<file path="src/rtl/intersection_phase_scheduler_pkg.sv">
// intersection_phase_scheduler_pkg: phase encodings, lamp patterns and the BCD decrement
// shared by the scheduler and its countdown.
package intersection_phase_scheduler_pkg;
    typedef enum logic [2:0] {AR1, NSG, NSY, AR2, EWG, EWY, PED1, PED2} phase_t;
    localparam logic [2:0] RED = 3'b100;
    localparam logic [2:0] YEL = 3'b010;
    localparam logic [2:0] GRN = 3'b001;
    // Borrow turns the low digit into 9 so NUM never holds a non-BCD digit.
    function automatic logic [7:0] bcd_dec(input logic [7:0] v);
        return v[3:0] != 4'd0 ? {v[7:4], v[3:0] - 4'd1} : {v[7:4] - 4'd1, 4'd9};
    endfunction
endpackage

</file>
<file path="src/rtl/intersection_phase_scheduler_bcd_countdown.sv">
// intersection_phase_scheduler_bcd_countdown: 2-digit BCD down counter.
// It loads a phase time and decrements until it reaches zero.
module intersection_phase_scheduler_bcd_countdown
    import intersection_phase_scheduler_pkg::*;
#(
    parameter logic [7:0] RESET_VALUE = 8'h02
) (
    input  logic       CLOCK,
    input  logic       RESET,
    input  logic       load,
    input  logic [7:0] load_value,
    input  logic       dec,
    output logic [7:0] num,
    output logic       zero
);
    assign zero = num == 8'h00;
    always_ff @(posedge CLOCK or posedge RESET) begin
        if (RESET) num <= RESET_VALUE;
        else if (load) num <= load_value;
        else if (dec && !zero) num <= bcd_dec(num);
    end
endmodule

</file>
<file path="src/rtl/intersection_phase_scheduler.sv">
// intersection_phase_scheduler: two-road signal sequencer with an inserted pedestrian walk phase,
// a one-second tick and a per-phase BCD countdown.
module intersection_phase_scheduler
    import intersection_phase_scheduler_pkg::*;
#(
    parameter int         ONE_SECOND    = 8,
    parameter logic [7:0] NS_GREEN_TIME = 8'h25,
    parameter logic [7:0] EW_GREEN_TIME = 8'h20,
    parameter logic [7:0] YELLOW_TIME   = 8'h03,
    parameter logic [7:0] ALL_RED_TIME  = 8'h02,
    parameter logic [7:0] PED_TIME      = 8'h10,
    parameter logic [7:0] BLINK_TIME    = 8'h03
) (
    input  logic       CLOCK,
    input  logic       RESET,
    input  logic       PED_REQ,
    output logic       PED_ACK,
    output logic [2:0] NS_LIGHT,
    output logic [2:0] EW_LIGHT,
    output logic       PED_WALK,
    output logic [2:0] PHASE,
    output logic [7:0] NUM,
    output logic       TICK
);
    localparam int CW = ONE_SECOND > 1 ? $clog2(ONE_SECOND) : 1;
    logic [CW-1:0] tick_cnt;
    phase_t        state, state_nxt;
    logic [7:0]    load_value;
    logic          zero, expire, pending, enter_ped, in_ped;
    assign TICK      = tick_cnt == CW'(ONE_SECOND - 1);
    assign expire    = TICK && zero;
    assign enter_ped = expire && (state_nxt == PED1 || state_nxt == PED2);
    assign in_ped    = state == PED1 || state == PED2;
    always_ff @(posedge CLOCK or posedge RESET) begin
        if (RESET) tick_cnt <= '0;
        else tick_cnt <= TICK ? '0 : tick_cnt + 1'b1;
    end
    always_ff @(posedge CLOCK or posedge RESET) begin
        if (RESET) state <= AR1;
        else if (expire) state <= state_nxt;
    end
    // Entering a walk phase consumes the request, even if the button is held on that edge.
    always_ff @(posedge CLOCK or posedge RESET) begin
        if (RESET) pending <= 1'b0;
        else if (enter_ped) pending <= 1'b0;
        else if (PED_REQ) pending <= 1'b1;
    end
    always_comb begin
        state_nxt = state;
        case (state)
            AR1:  state_nxt = pending ? PED1 : NSG;
            NSG:  state_nxt = NSY;
            NSY:  state_nxt = AR2;
            AR2:  state_nxt = pending ? PED2 : EWG;
            EWG:  state_nxt = EWY;
            EWY:  state_nxt = AR1;
            PED1: state_nxt = NSG;
            PED2: state_nxt = EWG;
        endcase
        load_value = state_nxt == NSG ? NS_GREEN_TIME :
                     state_nxt == EWG ? EW_GREEN_TIME :
                     (state_nxt == NSY || state_nxt == EWY) ? YELLOW_TIME :
                     (state_nxt == PED1 || state_nxt == PED2) ? PED_TIME : ALL_RED_TIME;
    end
    intersection_phase_scheduler_bcd_countdown #(.RESET_VALUE(ALL_RED_TIME)) u_countdown (
        .CLOCK      (CLOCK),
        .RESET      (RESET),
        .load       (expire),
        .load_value (load_value),
        .dec        (TICK),
        .num        (NUM),
        .zero       (zero)
    );
    assign PHASE    = state;
    assign PED_ACK  = pending;
    assign NS_LIGHT = state == NSG ? GRN : state == NSY ? YEL : RED;
    assign EW_LIGHT = state == EWG ? GRN : state == EWY ? YEL : RED;
    assign PED_WALK = in_ped && !(NUM <= BLINK_TIME && tick_cnt < CW'(ONE_SECOND / 2));
endmodule

</file>
<file path="config.mk">
export PLATFORM = sky130hd
export DESIGN_NAME = intersection_phase_scheduler
export DESIGN_NICKNAME = d
export VERILOG_FILES = /design/src/rtl/intersection_phase_scheduler_pkg.sv /design/src/rtl/intersection_phase_scheduler_bcd_countdown.sv /design/src/rtl/intersection_phase_scheduler.sv
export SDC_FILE = /design/constraint.sdc
export NUM_CORES = 1
export LEC_CHECK = 0
export CORE_MARGIN = 1
export CORE_UTILIZATION = 46
export DETAILED_ROUTE_END_ITERATION = 8
export GPL_TIMING_DRIVEN = 0
export PLACE_DENSITY = 0.77
export SYNTH_ARGS = -nofsm -noshare
export SYNTH_HDL_FRONTEND = slang
export SYNTH_SLANG_ARGS = --single-unit
</file>
<file path="constraint.sdc">
create_clock -name CLOCK -period 2.39 [get_ports CLOCK]
set_input_delay 0.478 -clock CLOCK [delete_from_list [all_inputs] [get_ports CLOCK]]
set_output_delay 0.478 -clock CLOCK [all_outputs]
set_load 0.02 [all_outputs]
</file>
==> impl_metrics.py <==
metrics = {
    "outcome": {
        "status": "complete, no violations",
    },
    "power": {
        "power.total_w": 0.000503,
        "p_leak_nw": 0.516,
        "ir_drop_mv": 0.295,
        "power_density_nw_per_um2": 438,
    },
    "placement": {
        "io_buffers": 22,
        "gp_congestion": 0.800,
        "dp_hpwl_mm": 1.30,
    },
    "worst_setup_path": {
        "critPathKind": "reg -> out",
        "timing.rr.start": "tick_cnt[0]",
        "arrival_ns": 1.80,
        "r2r_end": "u_countdown.num[7]",
        "required_ns": 1.91,
        "reg2regPathDepth": 6,
        "crit_path_start_kind": "register",
        "ff2ff_setup_slack_ns": 0.46,
        "path_max_fanout": 10,
        "endpoint_kind": "output pin",
    },
    "synthesis": {
        "synth_most_common_cell": "dfrtp_1",
        "synth_seq_area_share_pct": 43.8,
        "yosys.area.top_type": "dfrtp_1",
        "synth_edf_count": 0,
        "synth_area_leaders": "dfrtp_1, nand2_1, nor2_1",
        "synth_top_area_share_pct": 40.7,
        "syn_inst": 93,
        "async_flop_share_pct": 100,
        "synth_area_um2": 861,
        "synth_flop_cell": "dfrtp_1",
        "synth_seq_cells": 15,
        "yosysUniqueCellTypes": 35,
        "postSynthAreaPerCell_um2": 9.26,
        "synthTopCellsByCount": "dfrtp_1, nand2_1, nor2_1",
        "syn_nets": 99,
        "synth_warnings": 0,
    },
    "global_routing": {
        "grt_max_degree": 16,
        "grt_usage_pct": 19.7,
        "grt_pass1_vias": 649,
        "grt_pass1_wl_mm": 2.89,
        "gr-total-overflow": 0,
        "antenna_found_initial": 0,
    },
    "clocking": {
        "cts_tree": "yes",
        "root_buffer": "clkbuf_4",
        "clk-insertion-delay-late_ns": 0.29,
        "cts_sinks": 15,
        "cts.clk_slew.worst_paths_ns": 0.08,
        "cts_inserted_buffers": 3,
        "h-tree-depth": 1,
        "cts_buffer_depth": 2,
    },
    "final_layout": {
        "final_layout_size_suffix_gt1_share_pct": 11.0,
        "n_fill_cell": 172,
        "area_growth_pct": 33.3,
        "finalNetCount": 125,
        "num_antenna_cells": 0,
    },
    "floorplan": {
        "ioPinCount": 23,
        "dieWidth_um": 45.3,
        "rows": 15,
        "die-area_um2": 2050,
        "core_um2": 1750,
        "start_util_pct": 49.3,
        "die_h_um": 45.3,
    },
    "timing": {
        "relSlewSlack_pct": 61.4,
        "fin_crit_ns": 2.28,
        "fmax_ghz": 0.438,
        "rsz0062_at_grt": "false",
        "hold_viol_final": 0,
        "finalCritPeriodShare_pct": 95.4,
        "worst_slew_pin_slew_ns": 0.578,
        "maxSlewViolCount": 0,
        "fin_skew_ns": 0.00376,
        "timing.setup.tns_ns": 0,
        "setup_viol": 0,
    },
    "hold_path": {
        "min_path_cells": 1,
        "hold_end": "tick_cnt[0]",
        "hp-start": "tick_cnt[0]",
        "holdCritPathClass": "reg -> reg",
    },
    "routing": {
        "drtPass1Iterations": 2,
        "via_per_inst": 5.19,
        "drt_iter0_markers": 7,
        "vias": 742,
        "drc": 0,
        "wl_mm": 1.72,
        "postRouteAntennaNets": 0,
        "wl_per_cell_um": 12.0,
    },
    "job": {
        "max-cap-violations": 0,
    },
}
-- logic make-up after synthesis --
logic type / synth area share, %
flops: 43.8
compound gates: 14.4
xor+xnor: 1.02
simple gates: 30.5
mux: 2.47
fa+ha+maj: 4.36
buf+inv: 3.49
-- worst max path at each step --
stage	cells after the start	start	to	slack (ns)
after global placement	5	u_countdown.num[4]	PED_WALK	0.16
after global routing	3	PHASE[0]	NS_LIGHT[0]	0.02
after detailed placement	5	u_countdown.num[4]	PED_WALK	0.12
after floorplan	6	tick_cnt[0]	u_countdown.num[7]	0.41
after CTS	4	PHASE[1]	NS_LIGHT[1]	0.04
final	4	PHASE[1]	EW_LIGHT[1]	0.11
-- registers in the layout, indices dropped and copies added (netlist names) --
signal,flops
u_countdown.num,8
tick_cnt,3
PED_ACK,1
PHASE,3
-- layer usage --
| layer | up-vias | part of all wire, % | GRT usage, % |
|---|---|---|---|
| li1 | 376 | - | - |
| met1 | 347 | 45 | 24.2 |
| met2 | 15 | 49 | 32.5 |
| met3 | 4 | 4.0 | 6.00 |
| met4 | 0 | 1.2 | 7.27 |
| met5 | - | 0 | 0 |
-- cells in the final DEF (no fill, tap or decap), drive strengths merged, types with 2 or more instances in the layout --
master | Yosys | routed
nor2 | 12 | 12
or3 | 2 | 2
or3b | 2 | 2
ha | 3 | 3
clkbuf | 3 | 5
clkdlybuf4s50 | 0 | 20
nand3b | 2 | 2
nand2b | 5 | 5
nor3b | 2 | 2
nor3 | 3 | 3
dfrtp | 14 | 14
inv | 5 | 5
a21oi | 4 | 4
o21ai | 9 | 9
nand2 | 12 | 12
-- per-stage QoR --
stage / hold WS, ns / instance area (um^2) / instances / util [%] / setup WS [ns]
finish: 0.438 / 1150 / 143 / 65.7 / 0.109
global route: 0.452 / 1150 / 143 / 65.7 / 0.0163
CTS: 0.441 / 1150 / 144 / 65.7 / 0.0368
detailed placement: 0.429 / 1110 / 140 / 63.7 / 0.123
global placement: 0.414 / 1110 / 140 / 63.7 / 0.158
floorplan: 0.379 / 861 / 93 / - / 0.413
-- cell type report --
| type | count | area [um^2] | share of cell area, % |
|---|---|---|---|
| inverter | 5 | 18.8 | 1.64 |
| multi-input combinational | 70 | 460 | 40.1 |
| sequential | 15 | 377 | 32.8 |
| timing repair buffer | 23 | 229 | 20.0 |
| buffer | 1 | 5.00 | 0.436 |
| clock buffer | 4 | 26.3 | 2.29 |
| tap | 25 | 31.3 | 2.73 |
-- worst max-delay path, stage by stage, from the launching register on --
cell             delay (ns)
dfrtp_1                0.42
clkbuf_2               0.19
nand2b_1               0.20
nor2_1                 0.10
clkdlybuf4s50_1        0.60
-- timing repair --
item,4_1_cts,5_1_grt
hold buffers,0,0
pin swaps,0,0
buffers inserted,1,0
resized for setup,2,3
setup endpoints to repair,2,4
-- power breakdown --
| group | switching (W) | internal, W |
|---|---|---|
| registers | 0.0000113 | 0.000261 |
| clock network | 0.0000801 | 0.0000650 |
| logic | 0.0000474 | 0.0000383 |
No activity file was read; power rests on OpenSTA's default activity.
